===== src/rtl/riscv_trace_buffer.sv =====
// Retired-instruction trace buffer: arm/trigger-gated capture into a DEPTH-entry FIFO,
// stop-on-full or circular mode, valid/ready drain port and a saturating lost-record counter.
module riscv_trace_buffer #(
    parameter int unsigned DWIDTH = 64,
    parameter int unsigned IWIDTH = 32,
    parameter int unsigned CWIDTH = 16,
    parameter int unsigned AWIDTH = 5,
    parameter int unsigned DEPTH  = 16,
    parameter int unsigned CNTW   = 16
) (
    input  logic                       i_riscv_clk,
    input  logic                       i_riscv_rst,
    input  logic                       i_riscv_trc_valid,
    input  logic [IWIDTH-1:0]          i_riscv_trc_inst,
    input  logic [CWIDTH-1:0]          i_riscv_trc_cinst,
    input  logic [AWIDTH-1:0]          i_riscv_trc_rdaddr,
    input  logic [DWIDTH-1:0]          i_riscv_trc_memaddr,
    input  logic [DWIDTH-1:0]          i_riscv_trc_pc,
    input  logic [DWIDTH-1:0]          i_riscv_trc_store,
    input  logic [DWIDTH-1:0]          i_riscv_trc_rddata,
    input  logic                       i_riscv_trc_arm,
    input  logic                       i_riscv_trc_stop,
    input  logic                       i_riscv_trc_flush,
    input  logic                       i_riscv_trc_mode,
    input  logic                       i_riscv_trc_trigen,
    input  logic [DWIDTH-1:0]          i_riscv_trc_trigpc,
    input  logic                       i_riscv_trc_ready,
    output logic                       o_riscv_trc_valid,
    output logic [IWIDTH-1:0]          o_riscv_trc_inst,
    output logic [CWIDTH-1:0]          o_riscv_trc_cinst,
    output logic [AWIDTH-1:0]          o_riscv_trc_rdaddr,
    output logic [DWIDTH-1:0]          o_riscv_trc_memaddr,
    output logic [DWIDTH-1:0]          o_riscv_trc_pc,
    output logic [DWIDTH-1:0]          o_riscv_trc_store,
    output logic [DWIDTH-1:0]          o_riscv_trc_rddata,
    output logic [1:0]                 o_riscv_trc_state,
    output logic [$clog2(DEPTH):0]     o_riscv_trc_count,
    output logic [CNTW-1:0]            o_riscv_trc_lost
);

    localparam int unsigned PW = $clog2(DEPTH);
    localparam int unsigned CW = PW + 1;
    localparam int unsigned RW = IWIDTH + CWIDTH + AWIDTH + 4 * DWIDTH;

    typedef enum logic [1:0] {
        StIdle    = 2'b00,
        StArmed   = 2'b01,
        StCapture = 2'b10,
        StDone    = 2'b11
    } state_e;

    state_e          r_state;
    state_e          w_state_d;
    logic [RW-1:0]   r_mem [DEPTH];
    logic [PW-1:0]   r_wptr;
    logic [PW-1:0]   r_rptr;
    logic [CW-1:0]   r_count;
    logic [CW-1:0]   w_count_d;
    logic [CNTW-1:0] r_lost;

    logic          w_hit;
    logic          w_push;
    logic          w_pop;
    logic          w_full;
    logic          w_wr;
    logic          w_ovw;
    logic          w_drop;
    logic [RW-1:0] w_rec;
    logic [RW-1:0] w_head;

    assign w_rec = {i_riscv_trc_inst, i_riscv_trc_cinst, i_riscv_trc_rdaddr, i_riscv_trc_memaddr,
                    i_riscv_trc_pc, i_riscv_trc_store, i_riscv_trc_rddata};

    always_comb begin
        w_hit  = i_riscv_trc_valid && (!i_riscv_trc_trigen || (i_riscv_trc_pc == i_riscv_trc_trigpc));
        w_push = !i_riscv_trc_flush && !i_riscv_trc_stop &&
                 (((r_state == StArmed) && w_hit) || ((r_state == StCapture) && i_riscv_trc_valid));
        w_pop  = !i_riscv_trc_flush && (r_count != '0) && i_riscv_trc_ready;
        w_full = (r_count == CW'(DEPTH));
        w_wr   = w_push && (!w_full || w_pop || i_riscv_trc_mode);
        w_ovw  = w_push && w_full && !w_pop && i_riscv_trc_mode;
        w_drop = w_push && w_full && !w_pop && !i_riscv_trc_mode;

        // Overwrite advances both pointers, so it counts as a write plus a read.
        w_count_d = r_count;
        if (w_wr && !(w_pop || w_ovw)) begin
            w_count_d = r_count + CW'(1);
        end else if (!w_wr && w_pop) begin
            w_count_d = r_count - CW'(1);
        end

        w_state_d = r_state;
        if (i_riscv_trc_stop) begin
            if ((r_state == StArmed) || (r_state == StCapture)) begin
                w_state_d = StDone;
            end
        end else if (i_riscv_trc_arm && ((r_state == StIdle) || (r_state == StDone))) begin
            w_state_d = StArmed;
        end else if (w_push) begin
            if (r_state == StArmed) begin
                w_state_d = StCapture;
            end
            if (w_drop || (!i_riscv_trc_mode && (w_count_d == CW'(DEPTH)))) begin
                w_state_d = StDone;
            end
        end
    end

    always_ff @(posedge i_riscv_clk) begin
        if (i_riscv_rst) begin
            r_state <= StIdle;
            r_wptr  <= '0;
            r_rptr  <= '0;
            r_count <= '0;
            r_lost  <= '0;
        end else begin
            r_state <= w_state_d;
            if (i_riscv_trc_flush) begin
                r_wptr  <= '0;
                r_rptr  <= '0;
                r_count <= '0;
                r_lost  <= '0;
            end else begin
                if (w_wr) begin
                    r_wptr <= r_wptr + PW'(1);
                end
                if (w_pop || w_ovw) begin
                    r_rptr <= r_rptr + PW'(1);
                end
                r_count <= w_count_d;
                if ((w_ovw || w_drop) && (r_lost != '1)) begin
                    r_lost <= r_lost + CNTW'(1);
                end
            end
        end
    end

    always_ff @(posedge i_riscv_clk) begin
        if (!i_riscv_rst && w_wr) begin
            r_mem[r_wptr] <= w_rec;
        end
    end

    assign w_head = (r_count != '0) ? r_mem[r_rptr] : '0;
    assign {o_riscv_trc_inst, o_riscv_trc_cinst, o_riscv_trc_rdaddr, o_riscv_trc_memaddr,
            o_riscv_trc_pc, o_riscv_trc_store, o_riscv_trc_rddata} = w_head;

    assign o_riscv_trc_valid = (r_count != '0);
    assign o_riscv_trc_state = r_state;
    assign o_riscv_trc_count = r_count;
    assign o_riscv_trc_lost  = r_lost;

endmodule


===== config.mk =====
export PLATFORM = sky130hd
export DESIGN_NAME = riscv_trace_buffer
export DESIGN_NICKNAME = d
export VERILOG_FILES = /design/src/rtl/riscv_trace_buffer.sv
export SDC_FILE = /design/constraint.sdc
export NUM_CORES = 2
export LEC_CHECK = 0
export CAP_MARGIN = 40
export CORE_MARGIN = 3
export CORE_UTILIZATION = 55
export DETAILED_ROUTE_END_ITERATION = 16
export GPL_TIMING_DRIVEN = 1
export PLACE_DENSITY_LB_ADDON = 0.05
export SLEW_MARGIN = 25
export SYNTH_ARGS = -nofsm -noshare
export SYNTH_HDL_FRONTEND = slang
export SYNTH_MEMORY_MAX_BITS = 65536
export SYNTH_SLANG_ARGS = --single-unit
export TNS_END_PERCENT = 50

===== constraint.sdc =====
create_clock -name i_riscv_clk -period 20.5 [get_ports i_riscv_clk]
set_input_delay 4.1 -clock i_riscv_clk [delete_from_list [all_inputs] [get_ports i_riscv_clk]]
set_output_delay 4.1 -clock i_riscv_clk [all_outputs]
set_load 0.05 [all_outputs]

======== After elaboration in Yosys (flattened, before gate mapping) ========
Memory sizes are Yosys's and may differ from the RTL's. A register that Yosys moved wholly into a read port is not among the register bits.
Index checks and enable logic that the tools add are counted.
word-level totals
  register bits after elaboration ......... 31
  bits in writable memories ............... 4944
  bits of input ports ..................... 382
  output and inout bits ................... 333
  memories kept ........................... 1
memories
  name   words  width  read ports  clocked after memory_dff  write ports  RTL line  text
  r_mem  16     309    1           1                         1            54        logic [RW-1:0] r_mem [DEPTH];
cells by class
  add/subtract/negate cells ............... 5
  equality and inequality tests ........... 8
  multiplexer cells ....................... 13
  reductions and logical operators ........ 42
operator list
  operator                                                             count
  309-bit two-way mux                                                  1
  64-bit == test                                                       1
  1-bit logical AND                                                    18
  16-bit by 1-bit adder with 16-bit output (second input constant)     1
  16-bit != test (second input constant)                               1
  2-bit two-way mux                                                    6
  5-bit == test (second input constant)                                2
  5-bit two-way mux                                                    2
  1-bit zero test                                                      9
  1-bit logical OR                                                     9
  4-bit by 1-bit adder with 4-bit output (second input constant)       2
  4-bit two-way mux                                                    2
  5-bit by 1-bit adder with 5-bit output (second input constant)       1
  5-bit nonzero test                                                   1
  5-bit by 1-bit subtractor with 5-bit output (second input constant)  1
  2-bit == test (second input constant)                                2
  4-bit nonzero test                                                   1
  3-bit AND reduction                                                  1
  3-bit nonzero test                                                   1
  2-bit by 1-bit == test with 1-bit output (second input constant)     1
  2-bit zero test                                                      1
  1-bit two-way mux                                                    2
  2-bit by 1-bit != test with 1-bit output (second input constant)     1
  2-bit OR reduction                                                   1

======== Longest topological paths before layout ========
  word-level depth ........................ 20
  gate-level depth with buffers ........... 11

======== Least setup slack after synthesis ========
OpenSTA, ideal clock, no wires.
  path kind ............................... input port to flip-flop
  start ................................... in i_riscv_trc_trigpc[27]
  end ..................................... mem r_mem[15][0] (netlist name) (enable)
  library setup time ...................... 0.987 ns
  arrival time ............................ 18.380 ns
  path slack .............................. 1.133 ns
  cell stages on the path ................. 9
  path buffers ............................ 1
  cells stage by stage .................... xnor2_1 nand4_1 nor4_2 nand4_1 a31oi_4 o21a_1 buf_2 nand2_1 nor2_1
between the ends
  longest elaborated chain between the ends .. 10
ends and longest elaborated chain
  what                                     RTL line  text
  start, declared                          26        input logic [DWIDTH-1:0] i_riscv_trc_trigpc,
  64-bit == test                           75        w_hit = i_riscv_trc_valid && (!i_riscv_trc_trigen || (i_riscv_trc_pc == i_riscv_trc_trigpc));
  1-bit logical OR                         75
  1-bit logical AND                        75
  1-bit logical AND                        77        (((r_state == StArmed) && w_hit) || ((r_state == StCapture) && i_riscv_trc_valid));
  1-bit logical OR                         77
  1-bit logical AND                        76        w_push = !i_riscv_trc_flush && !i_riscv_trc_stop &&
  1-bit logical AND                        80        w_wr = w_push && (!w_full || w_pop || i_riscv_trc_mode);
  1-bit logical AND                        139       if (!i_riscv_rst && w_wr) begin
  1-bit two-way mux                        139
  1-bit two-way mux (not written as such)  140       r_mem[r_wptr] <= w_rec;
  end, declared                            54
No other way between the ends.

==> summary.md <==
The flow ran to the end, and the final reports show no timing, DRC or antenna violations. Combinational family with the most area after synthesis: multiplexers. The power per standard cell area is 93.2 mW/mm^2.

When the netlist entered floorplanning its net count stood at 7896. In this run the number of H-tree levels came out at 6. The die height was 593 microns. At the placement stage, the worst setup path has a slack of 8.90 ns. The final critical delay including setup and external delays came out at 10.46 ns. The number of flops mapped to enable cells by yosys works out to 4944.

Share of synthesized area spent on multiplexers: 0.184. The count of placed standard cells in the final layout, fillers left out is 13.5k, and the first-pass detailed-route iteration total is 5. In this run the worst hold path is classified as reg2reg.

The complex-gate fraction of the synthesized area was 0.000812. In the final routed layout, each cell accounts on average for 33.9 microns. The number of cells in the design after placement is 12.6k. For the worst setup path, the data required time is 16.40 ns. Clock-pin slew was measured on the worst setup and hold paths at 0.06 ns. Adding up every negative setup slack in the final design gives 0 ns. Across the run, the number of max-cap violations was 0. After layout, the worst setup slack is 10.04 ns. The clock drives 4979 sinks. For the worst supply voltage drop on vdd, the log shows 96.0 uV. The critical path data arrival time was 6.36 ns; the final critical-path share of the clock period was 0.510.

Xor and xnor fraction of the mapped netlist area: 0.00398. After floorplanning, the core was sized to cover 0.341 sq mm. For the proportion of synthesized chip area in sequential cells, the log shows 0.787. The fraction of registers with async set/reset is 0, and the I/O pin total is 715. Yosys instantiated no cell more often than sky130_fd_sc_hd__edfxtp_1.

The tools report the initial antenna violation count as 97. The tools report the element type at the critical path end as a primary output. The clock arrives with 0.0402 ns of skew. The floorplan die area is 0.352 sq mm, and the quantity of I/O buffers inserted on ports is 714. After global routing the overflow that remains totals 0. The first routing iteration left 9528 violations. TritonCTS built the clock tree. By area the synthesized netlist is led by sky130_fd_sc_hd__edfxtp_1, sky130_fd_sc_hd__mux4_2, sky130_fd_sc_hd__and2_1. The post-synthesis share of cell area spent on and, or, nand and nor gates came out at 0.0143. The synthesis-stage register bit count is 4979. In this run the worst path has a maximum fanout of 68. The clock passes through at most 4 buffers.

Setup violations remaining at the end of the flow were counted as 0. For the total detailed-routing wirelength, the log shows 459 mm. The average instance in the mapped netlist occupies 25.2 sq um.

The number of distinct library cell variants in the gate-level netlist after synthesis is 46, and the number of global-route vias before repair is 90.0k. In this run the cell area of the synthesized design comes to 0.189 sq mm. At the later pin of the worst-skew pair, clock insertion delay measures 1.00 ns. The run gives 7504 as the number of instances in the synthesized netlist. The fraction of the mapped netlist area in adder cells works out to 0.000660.

For the global-route usage over all layers, the log shows 0.263. For the number of design rule violations left after detail routing, the log shows 0. Biggest area consumer among synthesized cells: sky130_fd_sc_hd__edfxtp_1.

In the routed layout, each cell is associated on average with a via count of 6.35. The share of the synthesized area in the top cell type is 0.784. Gates resized during post-CTS repair numbered 0.

The root buffer cell chosen for the clock tree is sky130_fd_sc_hd__clkbuf_16. The tools report the final HPWL from detailed placement as 253 mm. The detailed router placed 86.0k vias in this run. After the last flow step, the layout net total stands at 8966. The width of the die is 593 microns, and the area growth from synthesis to final layout is 16.3%. Summed over all cells, the static leakage comes to 65.9 nW. The setup path with the least slack is of type reg2out. For the total power, the log shows 20.5 mW. For the final count of pins violating max slew, the log shows 0.

The worst setup path is launched from a register. The logs give 0.196 for the relative max-transition margin and 0.646 for the utilization after layout. Entering global routing, the biggest net connects 148 pins. Number of hold buffers added after CTS: 0. The first global-routing pass estimated 663 mm of wire. In this run the remaining antenna-violating nets after routing total 0.

The warning count from the yosys run was 0; the number of endpoints with negative hold slack in the final report was 0. The transition time at the pin with the least slew margin works out to 1.21 ns. Once the clock tree was built, the setup fixing pass inserted 0 buffers. In this run, CTS created clock tree buffers numbering 522. Derived from the worst setup path, the maximum achievable clock frequency is 95.6 MHz.

The layout cell share with drive strength beyond 1 works out to 0.277. Among all flip-flop cells after synthesis, the most frequent one is sky130_fd_sc_hd__edfxtp_1. Counting instances in the post-synthesis netlist gives the leading cell types as sky130_fd_sc_hd__edfxtp_1, sky130_fd_sc_hd__mux4_2, sky130_fd_sc_hd__and2_1.

The logs give 214 for the total number of placement rows and 0.774 for the final weighted congestion of routability-driven global placement. The run gives 0.555 as the initial core utilization. Setup repair after global routing left no endpoint under its margin.
-- critical path, cell delays in order, from the launching register on --
cell and delay (ns):
sky130_fd_sc_hd__dfxtp_4 0.81, sky130_fd_sc_hd__buf_4 0.69, sky130_fd_sc_hd__buf_12 0.38, sky130_fd_sc_hd__buf_16 0.45
sky130_fd_sc_hd__buf_4 0.42, sky130_fd_sc_hd__buf_16 0.29, sky130_fd_sc_hd__mux4_2 0.54, sky130_fd_sc_hd__mux4_2 0.56
sky130_fd_sc_hd__and2_1 0.26, sky130_fd_sc_hd__clkdlybuf4s50_1 0.73
-- where the power goes --
part	total [mW]	internal, mW	switching (mW)
Sequential	11.2	11.2	0.00259
Clock	9.00	5.24	3.76
Combinational	0.345	0.112	0.234
-- sequential cells by signal, indices dropped and copies added (netlist names), named ones only --
register	cells
r_mem	4944
o_riscv_trc_lost	16
o_riscv_trc_count	5
r_rptr	4
r_wptr	4
o_riscv_trc_state	2
-- layer usage --
layer	track usage	part of all wire	up-vias
met4	0.0565	0.022	54
met2	0.429	0.50	3348
li1	-	-	34722
met5	0	0.00073	-
met1	0.381	0.41	47239
met3	0.0464	0.073	657
-- cells in the final DEF (no fill, tap or decap), types with 6 or more instances in the layout --
cell	n
sky130_fd_sc_hd__nand2_1	17
sky130_fd_sc_hd__xnor2_1	70
sky130_fd_sc_hd__mux4_2	1545
sky130_fd_sc_hd__buf_12	55
sky130_fd_sc_hd__mux2i_1	7
sky130_fd_sc_hd__edfxtp_1	4944
sky130_fd_sc_hd__and2_1	309
sky130_fd_sc_hd__clkinv_8	6
sky130_fd_sc_hd__buf_4	113
sky130_fd_sc_hd__clkinvlp_4	17
sky130_fd_sc_hd__clkbuf_1	116
sky130_fd_sc_hd__diode_2	33
sky130_fd_sc_hd__dfxtp_1	31
sky130_fd_sc_hd__clkinv_2	59
sky130_fd_sc_hd__nor2_1	44
sky130_fd_sc_hd__xor2_1	14
sky130_fd_sc_hd__ha_1	10
sky130_fd_sc_hd__clkdlybuf4s50_1	714
sky130_fd_sc_hd__nand3_1	17
sky130_fd_sc_hd__bufinv_16	28
sky130_fd_sc_hd__nand4_1	24
sky130_fd_sc_hd__inv_6	17
sky130_fd_sc_hd__inv_1	12
sky130_fd_sc_hd__clkinv_1	121
sky130_fd_sc_hd__clkbuf_16	549
sky130_fd_sc_hd__buf_16	45
sky130_fd_sc_hd__nor2_4	16
-- through the flow --
stage	hold WS [ns]	instance area, sq um
floorplan	0.490	189000
global placement	0.501	202000
detailed placement	0.527	204000
CTS	0.539	220000
global route	0.564	220000
finish	0.529	220000
-- cell type report --
class / count / area, sq um
Timing Repair Buffer: 933 / 10400
Antenna cell: 33 / 82.6
Clock buffer: 666 / 14200
Clock inverter: 254 / 2060
Inverter: 13 / 56.3
Tap cell: 4536 / 5680
Multi-Input combinational cell: 2125 / 38700
Sequential cell: 4979 / 149000
Fill cell: 22063 / 121000
-- worst paths after layout --
| path | startpoint | end | slack [ns] | cells past startpoint |
|---|---|---|---|---|
| min | r_rptr[3]$_SDFFE_PP0N_ | register | 0.53 | 2 |
| max | register | o_riscv_trc_memaddr[24] | 10.04 | 9 |
| min reg2reg | r_rptr[3]$_SDFFE_PP0N_ | register | 0.53 | 2 |
| max reg2reg | o_riscv_trc_state[0]$_SDFFE_PP0P_ | r_mem[4][54]$_DFFE_PP_ | 15.51 | 9 |
-- logic make-up after synthesis --
| group | count (synthesis) |
|---|---|
| compound gates | 20 |
| xor+xnor | 86 |
| fa+ha+maj | 10 |
| buf+inv | 400 |
| flops | 4979 |
| mux | 1553 |
| simple gates | 456 |
Power figures use the tool's default switching activity.
